===== src/rtl/can_frame_rx_pkg.sv =====
// Shared types and constants for the CAN frame receiver.
// Optional destuffing is selected with the CAN_RX_DESTUFF_EN macro.
package can_pkg;

    typedef enum logic [2:0] {
        IDLE = 3'd0,
        ID   = 3'd1,
        DLC  = 3'd2,
        DATA = 3'd3,
        EOF  = 3'd4
    } rx_state_e;

    localparam logic [1:0] ERR_NONE  = 2'b00;
    localparam logic [1:0] ERR_FORM  = 2'b01;
    localparam logic [1:0] ERR_STUFF = 2'b10;

    localparam int DLC_BYTES_MAX = 8;
    localparam int STUFF_RUN     = 5;

endpackage


===== src/rtl/can_frame_rx_destuffer.sv =====
// Bit destuffer: tracks the run of equal bus levels and flags the stuff bit.
// Only instantiated when CAN_RX_DESTUFF_EN is defined.
module can_bit_destuffer
    import can_pkg::*;
(
    input  logic clk,
    input  logic rst,
    input  logic bit_en,
    input  logic rx_bit,
    input  logic i_start,
    input  logic i_active,
    output logic o_stuff,
    output logic o_err
);

    logic [2:0] r_run;
    logic       r_last;

    assign o_stuff = bit_en && i_active && (r_run == 3'(STUFF_RUN));
    assign o_err   = o_stuff && (rx_bit == r_last);

    // The stuff bit itself starts the next run, as does any level change.
    always_ff @(posedge clk or posedge rst) begin
        if (rst) begin
            r_run  <= 3'd0;
            r_last <= 1'b1;
        end else if (bit_en) begin
            if (i_start) begin
                r_run  <= 3'd1;
                r_last <= rx_bit;
            end else if (i_active) begin
                if (o_stuff || (rx_bit != r_last)) begin
                    r_run  <= 3'd1;
                    r_last <= rx_bit;
                end else begin
                    r_run  <= r_run + 3'd1;
                end
            end
        end
    end

endmodule


===== src/rtl/can_frame_rx.sv =====
// CAN frame receiver: deserialises SOF/ID/DLC/data and checks EOF framing.
// Define CAN_RX_DESTUFF_EN to enable bit destuffing from SOF to the last data bit.
module can_frame_rx
    import can_pkg::*;
#(
    parameter int ID_W      = 11,
    parameter int MAX_BYTES = DLC_BYTES_MAX,
    parameter int IFS_BITS  = 3,
    parameter int EOF_BITS  = 7
) (
    input  logic                   clk,
    input  logic                   rst,
    input  logic                   bit_en,
    input  logic                   rx_bit,
    output logic                   busy,
    output logic                   frame_valid,
    output logic [ID_W-1:0]        rx_id,
    output logic [3:0]             rx_dlc,
    output logic [8*MAX_BYTES-1:0] rx_data,
    output logic                   err,
    output logic [1:0]             err_code
);

    localparam int DATA_W = 8 * MAX_BYTES;
    localparam int CNT_W  = $clog2(DATA_W + ID_W + EOF_BITS + 1);
    localparam int RC_W   = $clog2(IFS_BITS + 1);
    localparam int DIDX_W = $clog2(DATA_W);

    localparam logic [RC_W-1:0]  IFS_CNT  = RC_W'(IFS_BITS);
    localparam logic [CNT_W-1:0] ID_LAST  = CNT_W'(ID_W - 1);
    localparam logic [CNT_W-1:0] DLC_LAST = CNT_W'(3);
    localparam logic [CNT_W-1:0] EOF_LAST = CNT_W'(EOF_BITS - 1);
    localparam logic [CNT_W-1:0] NB_MAX   = CNT_W'(MAX_BYTES);

    rx_state_e          r_state, w_state_nxt;
    logic [RC_W-1:0]    r_rcnt;
    logic [CNT_W-1:0]   r_cnt, r_data_last;
    logic [ID_W-1:0]    r_id_sh, r_rx_id;
    logic [3:0]         r_dlc_sh, r_rx_dlc;
    logic [DATA_W-1:0]  r_data_sh, r_rx_data;
    logic               r_frame_valid, r_err;
    logic [1:0]         r_err_code;

    logic               w_sof, w_done, w_form_err, w_bit;
    logic               w_stuff, w_stuff_err;
    logic [3:0]         w_dlc_new;
    logic [CNT_W-1:0]   w_dlc_ext, w_nbytes;
    logic [DIDX_W-1:0]  w_data_idx;

`ifdef CAN_RX_DESTUFF_EN
    can_bit_destuffer u_destuffer (
        .clk      (clk),
        .rst      (rst),
        .bit_en   (bit_en),
        .rx_bit   (rx_bit),
        .i_start  (w_sof),
        .i_active ((r_state == ID) || (r_state == DLC) || (r_state == DATA)),
        .o_stuff  (w_stuff),
        .o_err    (w_stuff_err)
    );
`else
    assign w_stuff     = 1'b0;
    assign w_stuff_err = 1'b0;
`endif

    assign w_bit      = bit_en && !w_stuff;
    assign w_dlc_new  = {r_dlc_sh[2:0], rx_bit};
    assign w_dlc_ext  = CNT_W'(w_dlc_new);
    assign w_nbytes   = (w_dlc_ext > NB_MAX) ? NB_MAX : w_dlc_ext;
    // Byte k occupies [8k+7:8k] and arrives MSB first: invert the bit-in-byte index.
    assign w_data_idx = {r_cnt[DIDX_W-1:3], ~r_cnt[2:0]};

    always_ff @(posedge clk or posedge rst) begin
        if (rst) r_state <= IDLE;
        else     r_state <= w_state_nxt;
    end

    always_comb begin
        w_state_nxt = r_state;
        w_sof       = 1'b0;
        w_done      = 1'b0;
        w_form_err  = 1'b0;
        case (r_state)
            IDLE: if (bit_en && !rx_bit && (r_rcnt == IFS_CNT)) begin
                w_state_nxt = ID;
                w_sof       = 1'b1;
            end
            ID: begin
                if (w_stuff_err)                        w_state_nxt = IDLE;
                else if (w_bit && (r_cnt == ID_LAST))   w_state_nxt = DLC;
            end
            DLC: begin
                if (w_stuff_err)                        w_state_nxt = IDLE;
                else if (w_bit && (r_cnt == DLC_LAST))  w_state_nxt = (w_nbytes == '0) ? EOF : DATA;
            end
            DATA: begin
                if (w_stuff_err)                          w_state_nxt = IDLE;
                else if (w_bit && (r_cnt == r_data_last)) w_state_nxt = EOF;
            end
            EOF: if (bit_en) begin
                if (!rx_bit) begin
                    w_state_nxt = IDLE;
                    w_form_err  = 1'b1;
                end else if (r_cnt == EOF_LAST) begin
                    w_state_nxt = IDLE;
                    w_done      = 1'b1;
                end
            end
            default: w_state_nxt = IDLE;
        endcase
    end

    // Recessive run only accumulates while idle, so EOF bits never count toward IFS.
    always_ff @(posedge clk or posedge rst) begin
        if (rst) begin
            r_rcnt <= '0;
        end else if (r_state != IDLE) begin
            r_rcnt <= '0;
        end else if (bit_en) begin
            if (!rx_bit)                r_rcnt <= '0;
            else if (r_rcnt != IFS_CNT) r_rcnt <= r_rcnt + RC_W'(1);
        end
    end

    always_ff @(posedge clk or posedge rst) begin
        if (rst) begin
            r_cnt       <= '0;
            r_data_last <= '0;
            r_id_sh     <= '0;
            r_dlc_sh    <= '0;
            r_data_sh   <= '0;
        end else begin
            if (w_state_nxt != r_state)            r_cnt <= '0;
            else if (w_bit && (r_state != IDLE))   r_cnt <= r_cnt + CNT_W'(1);

            if (w_sof) begin
                r_id_sh   <= '0;
                r_dlc_sh  <= '0;
                r_data_sh <= '0;
            end else if (w_bit && !w_stuff_err) begin
                case (r_state)
                    ID:   r_id_sh <= {r_id_sh[ID_W-2:0], rx_bit};
                    DLC: begin
                        r_dlc_sh    <= w_dlc_new;
                        r_data_last <= (w_nbytes << 3) - CNT_W'(1);
                    end
                    DATA: r_data_sh[w_data_idx] <= rx_bit;
                    default: ;
                endcase
            end
        end
    end

    always_ff @(posedge clk or posedge rst) begin
        if (rst) begin
            r_frame_valid <= 1'b0;
            r_err         <= 1'b0;
            r_err_code    <= ERR_NONE;
            r_rx_id       <= '0;
            r_rx_dlc      <= '0;
            r_rx_data     <= '0;
        end else begin
            r_frame_valid <= w_done;
            r_err         <= w_form_err || w_stuff_err;
            if (w_done) begin
                r_rx_id    <= r_id_sh;
                r_rx_dlc   <= r_dlc_sh;
                r_rx_data  <= r_data_sh;
                r_err_code <= ERR_NONE;
            end else if (w_form_err) begin
                r_err_code <= ERR_FORM;
            end else if (w_stuff_err) begin
                r_err_code <= ERR_STUFF;
            end
        end
    end

    assign busy        = (r_state != IDLE);
    assign frame_valid = r_frame_valid;
    assign err         = r_err;
    assign err_code    = r_err_code;
    assign rx_id       = r_rx_id;
    assign rx_dlc      = r_rx_dlc;
    assign rx_data     = r_rx_data;

endmodule


===== config.mk =====
export PLATFORM = sky130hd
export DESIGN_NAME = can_frame_rx
export DESIGN_NICKNAME = d
export VERILOG_FILES = /design/src/rtl/can_frame_rx_pkg.sv /design/src/rtl/can_frame_rx_destuffer.sv /design/src/rtl/can_frame_rx.sv
export SDC_FILE = /design/constraint.sdc
export NUM_CORES = 1
export LEC_CHECK = 0
export BUFFER_PORTS_ARGS = -buffer_cell sky130_fd_sc_hd__buf_2
export CORE_ASPECT_RATIO = 1.2
export CORE_MARGIN = 10
export CORE_UTILIZATION = 58
export DETAILED_ROUTE_END_ITERATION = 12
export GPL_TIMING_DRIVEN = 0
export PLACE_DENSITY = 0.83
export SKIP_CTS_REPAIR_TIMING = 1
export SYNTH_ARGS = -nofsm -noshare
export SYNTH_HDL_FRONTEND = slang
export SYNTH_SLANG_ARGS = --single-unit

===== constraint.sdc =====
create_clock -name clk -period 6.51 [get_ports clk]
set_clock_uncertainty 0.2 [all_clocks]
set_input_delay 0.3255 -clock clk [delete_from_list [all_inputs] [get_ports clk]]
set_output_delay 0.3255 -clock clk [all_outputs]
set_load 0.1 [all_outputs]

==> impl_metrics.yaml, run 1 <==
run_status:
  status: "complete, no violations"
setup_path:
  cp.arrival_ns: 3.10
  crit_top_cell: "clkbuf_1"
  cp_cell_sequence: "buf_2 > clkbuf_1 > clkbuf_1 > clkbuf_1 > nand2_1 > ha_1 > a31oi_1 > o21ai_1 > nor4_1"
  ff2ff_path_depth: 5
  cp-end-kind: "flop"
  max_stage_delay_ns: 0.58
  crit_type: "in2reg"
  path_buf_inv: 4
  slowest_stage: "clkbuf_1"
  cp_top_family: "buffers and inverters"
  crit-reg2reg-launch: "r_cnt[0]"
  crit_required_ns: 6.63
  r2r-end: "r_data_sh[5]"
  worstPathMaxFanout: 10
  reg2reg_slack_ns: 3.78
  startpoint_type: "input port"
synth:
  ys_async_sr_fraction_pct: 100.0
  seq_area_frac_synth_pct: 56.74
  netlist.area_leader.share_pct: 56.74
  synth.distinct_cells: 48
  postSynthCellCount: 690
  synth_top_cell_by_area: "dfrtp_1"
  yosys_warnings: 0
  synth_area_leaders: "dfrtp_1, mux2_2, nand2_1"
  avgSynthCellArea_um2: 11.38
  synth_area_mm2: 0.007850
  synthFlopType: "dfrtp_1"
  synth.ff_latch_count: 178
  synth_edf_count: 0
  synthesis.nets: 698
timing:
  fin_ws_ns: 3.528
  relSlewSlack_pct: 26.62
  period_needed_ns: 2.982
  tightest_slew_ns: 1.098
  fin_crit_sh_pct: 45.80
  max_freq_ghz: 0.3354
  drv_slew: 0
  whs_ns: 0.1354
  hold_viol_final: 0
  setup_viol: 0
  rsz0062_at_grt: "no"
layout:
  final_common_cell: "dfrtp_1"
  fin_area_mm2: 0.009150
  postLayoutCoreUtil_pct: 69.12
  area_growth_pct: 16.56
  drive_gt1_share_pct: 32.01
  nets: 805
  antennaDiodeCount: 0
  layout_common_cells: "dfrtp_1, nand2_1, buf_2"
drt:
  post_drt_via_cell_ratio: 5.991
  dr_total_vias: 5853
  drt_iter0_markers: 534
  wl_per_cell_um: 20.02
  first_pass_iters: 7
  ant_nets: 0
  drt_wl_total_um: 19560
  drc: 0
floorplanning:
  core_mm2: 0.01324
  dieWidth_um: 126.2
  ios: 88
  rows: 46
  initial_utilization_pct: 59.30
  design.die.area_mm2: 0.01861
  die_h_um: 147.4
grt:
  grt-ovfl-total: 0
  grt_max_degree: 102
  grt_antenna_before_repair: 0
  grt_pass1_vias: 6119
  grt_pass1_wl_um: 31880
  grt.total_usage_pct: 21.29
hold_path:
  min_from: "bit_en"
  hold_depth: 4
  min_to: "r_state[2]"
  hp-class: "in2reg"
clocking:
  numCtsBuffers: 17
  cts_num_sinks: 178
  clk_latency_ns: 0.44
  tritoncts: "yes"
  cts_buffer_depth: 2
  htreeDepth: 4
  clkTransAtPathRegs_ns: 0.06
  cts_root_buf: "clkbuf_16"
pwr:
  p_sw_share_pct: 31.83
  comb_power_share_pct: 21.1
  p_leak_nw: 4.798
  seq_power_share_pct: 43.6
  cellPowerDensity_mw_per_mm2: 328.7
  p_int_mw: 2.050
  ir_worst_vdd_mv: 0.2209
  pwr-share-clk_pct: 35.3
  p_sw_mw: 0.9574
placement:
  gp_congestion: 0.9080
  io_buffers: 86
  dp.final_hpwl_um: 14010
  dp_slack_ns: 3.119
  dpl_cell_area_mm2: 0.008526
run:
  drv_cap: 0
==> worst max-delay path by stage <==
stage	start	to	slack [ns]	cells after the start
global route	rx_bit	r_cnt[5]	3.30	9
detailed placement	rx_bit	r_cnt[6]	3.12	9
finish	rx_bit	r_cnt[0]	3.53	9
floorplan	rst	err	1.15	1
global placement	rst	rx_data[51]	-0.29	2
CTS	rx_bit	r_cnt[6]	3.58	9
==> cell type report <==
| class | count | area, um^2 |
|---|---|---|
| Tap cell | 168 | 210.2 |
| Clock buffer | 23 | 488.0 |
| Timing Repair Buffer | 88 | 467.9 |
| Inverter | 6 | 30.03 |
| Multi-Input combinational cell | 450 | 3085 |
| Sequential cell | 178 | 4454 |
| Clock inverter | 8 | 126.4 |
| Fill cell | 958 | 4088 |
| Buffer | 56 | 287.8 |
==> layer usage <==
layer / up-vias / global-route usage [%] / wire, um
met5: - / 0 / 0
met4: 0 / 10.60 / 680
li1: 2668 / - / -
met3: 47 / 6.154 / 1226
met2: 196 / 36.02 / 10110
met1: 2942 / 24.05 / 7541
==> synth_stat cells (all sizes together), types with 2 or more instances <==
| cell | count |
|---|---|
| nand2 | 112 |
| nor2 | 15 |
| ha | 4 |
| nor3 | 13 |
| nor4b | 2 |
| nor2b | 4 |
| nor4bb | 2 |
| clkbuf | 34 |
| and4 | 2 |
| xnor2 | 10 |
| nand3 | 27 |
| nand3b | 2 |
| inv | 6 |
| a31oi | 4 |
| nor3b | 3 |
| nand2b | 4 |
| a31o | 44 |
| o21ai | 4 |
| mux2 | 80 |
| nand4b | 2 |
| and3 | 47 |
| dfrtp | 178 |
| o211ai | 21 |
| o31ai | 4 |
| nor4 | 11 |
| a21oi | 16 |
| or3 | 4 |
| buf | 22 |
| nand4 | 3 |
==> power groups by stage <==
stage	Sequential [mW]	Clock (mW)	Combinational, mW
final	1.31	1.06	0.634
after floorplan	1.31	0	0.447
after global placement	1.32	0	0.599
after global routing	1.33	1.12	0.693
after detailed placement	1.33	0	0.620
after CTS	1.31	1.07	0.627
==> tightest hold or removal path: stages <==
cell and delay (ns):
buf_2 0.14, nand2b_1 0.10, nand3_1 0.09, o2bb2ai_1 0.07
==> cells by family after synthesis <==
| logic type | synth area share [%] |
|---|---|
| and+or+nand+nor | 16.51 |
| DFF | 56.74 |
| AOI/OAI and AO/OA | 9.404 |
| muxes | 11.48 |
| buffers and inverters | 3.953 |
| xor gates and xnor gates | 1.227 |
| adders and majority gates | 0.6376 |
| other | 0.04777 |
==> metrics by stage <==
step	power, mW	setup TNS, ns	cells
floorplan	1.759	0	690
CTS	3.006	0	976
global route	3.138	0	977
finish	3.008	0	977
detailed placement	1.949	0	945
global placement	1.922	-50.75	944
==> flip-flops by register name (all words and copies together), names as in the netlist <==
| register | flops |
|---|---|
| r_data_sh | 64 |
| rx_data | 64 |
| r_id_sh | 11 |
| rx_id | 11 |
| r_cnt | 7 |
| r_data_last | 5 |
| r_dlc_sh | 4 |
| rx_dlc | 4 |
| r_state | 3 |
| r_rcnt | 2 |
| err | 1 |
| err_code | 1 |
| frame_valid | 1 |
Power figures use the tool's default switching activity.
==> inputs of run 2 (changes only) <==
--- a/config.mk
+++ b/config.mk
@@ -8,10 +8,10 @@
 export BUFFER_PORTS_ARGS = -buffer_cell sky130_fd_sc_hd__buf_2
 export CORE_ASPECT_RATIO = 1.2
 export CORE_MARGIN = 10
-export CORE_UTILIZATION = 58
+export CORE_UTILIZATION = 53
 export DETAILED_ROUTE_END_ITERATION = 12
 export GPL_TIMING_DRIVEN = 0
-export PLACE_DENSITY = 0.83
+export PLACE_DENSITY = 0.8
 export SKIP_CTS_REPAIR_TIMING = 1
 export SYNTH_ARGS = -nofsm -noshare
 export SYNTH_HDL_FRONTEND = slang
==> constraint.sdc (replaced) <==
create_clock -name clk -period 2.4 [get_ports clk]
set_clock_uncertainty 0.2 [all_clocks]
set_input_delay 0.12 -clock clk [delete_from_list [all_inputs] [get_ports clk]]
set_output_delay 0.12 -clock clk [all_outputs]
set_load 0.1 [all_outputs]
==> run 2 against run 1 <==
- global-route usage fell by 1.2 points
- clock-buffer cell count fell by 5
- register-to-register slack got worse by 3.7 ns
- worst setup slack got worse by 3.5 ns
- die area rose by 8.0%
==> impl_metrics.yaml, run 2 (synthesized netlist as in run 1, its figures left out) <==
timing:
  drv_slew: 0
  fin_crit_sh_pct: 97.66
  setup_viol: 0
  tightest_slew_ns: 0.7682
  hold_viol_final: 0
  rsz0062_at_grt: "yes"
  max_freq_ghz: 0.4267
  relSlewSlack_pct: 48.35
  period_needed_ns: 2.344
  final.setup.tns_ns: 0
setup_path:
  crit_type: "reg2reg"
  worstPathMaxFanout: 10
  cp-end-kind: "flop"
  crit_required_ns: 2.57
  startpoint_type: "flop"
  cp.arrival_ns: 2.51
clocking:
  cts_buffer_depth: 2
  clk_latency_ns: 0.43
  htreeDepth: 4
  cts_root_buf: "clkbuf_16"
  cts_num_sinks: 178
  numCtsBuffers: 17
  tritoncts: "yes"
  clkTransAtPathRegs_ns: 0.06
pwr:
  p_sw_share_pct: 31.91
  p_int_mw: 5.701
  p_sw_mw: 2.672
  p_leak_nw: 4.919
  seq_power_share_pct: 42.8
  ir_worst_vdd_mv: 0.7208
  comb_power_share_pct: 21.3
  cellPowerDensity_mw_per_mm2: 893.2
  pwr-share-clk_pct: 35.9
grt:
  grt_antenna_before_repair: 0
  grt_max_degree: 44
  grt_pass1_vias: 6118
  grt_pass1_wl_um: 32420
  grt.total_usage_pct: 20.12
  grt-ovfl-total: 0
floorplanning:
  rows: 48
  dieWidth_um: 131.1
  design.die.area_mm2: 0.02010
  core_mm2: 0.01447
  initial_utilization_pct: 54.24
  ios: 88
  die_h_um: 153.3
placement:
  io_buffers: 86
  dp.final_hpwl_um: 14720
  gp_congestion: 0.8846
  place_inst: 980
drt:
  ant_nets: 0
  post_drt_via_cell_ratio: 5.865
  wl_per_cell_um: 20.00
  drt_iter0_markers: 538
  dr_total_vias: 5953
  first_pass_iters: 5
  drt_wl_total_um: 20310
  drc: 0
hold_path:
  hp-class: "in2reg"
layout:
  area_growth_pct: 19.41
  final_common_cell: "dfrtp_1"
  layout_common_cells: "dfrtp_1, nand2_1, buf_2"
  antennaDiodeCount: 0
  drive_gt1_share_pct: 35.71
  nets: 810
  final_cell_count_no_fill: 1015
run:
  drv_cap: 0
run_status:
  status: "complete, no violations"
==> run 2: cell count changes in the layout (fill, tap and decap cells not counted), moves of 2 or more <==
cell,delta
nor3_4,+2
buf_12,+4
nor2_2,+2
clkinv_2,+3
clkbuf_1,-15
clkbuf_8,-4
bufinv_16,+2
nor2_1,-2
clkbuf_2,+11
inv_6,+2
nor3_2,+2
buf_4,+3
nor3_1,-4
==> run 2: final cells by class <==
type | instances | area (um^2)
Fill cell | 1130 | 5100
Tap cell | 200 | 250.2
Inverter | 6 | 28.78
Multi-Input combinational cell | 450 | 3151
Sequential cell | 178 | 4454
Buffer | 54 | 297.8
Clock inverter | 14 | 210.2
Clock buffer | 18 | 429.2
Timing Repair Buffer | 95 | 553.0
==> run 2: routing by layer <==
metal  GRT usage, %  wire, um  up-vias
li1               -         -     2688
met1          22.79      7949     3033
met2          35.61     10760      192
met3          4.951      1086       40
met4          7.833       506        0
met5              0         0        -
==> run 2: critical path: stages (launching register included) <==
cell and delay (ns):
dfrtp_1 0.42, buf_1 0.41, nand4b_1 0.36, buf_2 0.33, buf_2 0.31, o211ai_1 0.15
nand2_1 0.10
==> run 2: power by group through the flow <==
stage	combinational (mW)	sequential [mW]	clock [mW]
finish	1.79	3.59	3.00
global route	1.95	3.63	3.15
CTS	1.72	3.56	3.02
detailed placement	1.71	3.61	0
global placement	1.65	3.60	0
floorplan	1.21	3.56	0
==> run 2: metrics by stage <==
| step | power (mW) | setup WS (ns) | hold slack, ns | instance area, um^2 | util [%] |
|---|---|---|---|---|---|
| floorplan | 4.771 | -0.2006 | 0.1727 | 7854 | - |
| detailed placement | 5.320 | -0.7470 | 0.02131 | 8615 | 59.52 |
| global placement | 5.247 | -1.037 | 0.2589 | 8534 | 58.96 |
| global route | 8.727 | -0.06192 | 0.09872 | 9374 | 64.76 |
| finish | 8.373 | 0.05623 | 0.07713 | 9374 | 64.76 |
| CTS | 8.300 | -0.3561 | -0.4303 | 9254 | 63.93 |
==> run 2: path summary, 6_finish.rpt <==
check,endpoint,depth (start not counted),from,slack (ns)
worst max-delay path,r_data_sh[1],6,r_state[2],0.06
worst min-delay path,frame_valid,4,rx_bit,0.08
worst max register to register,r_data_sh[1],6,r_state[2],0.06
worst min register to register,err_code[0],1,err_code[0],0.29
min in group asynchronous,rx_data[36],3,rst,0.12
max in group asynchronous,rx_id[2],5,rst,0.99
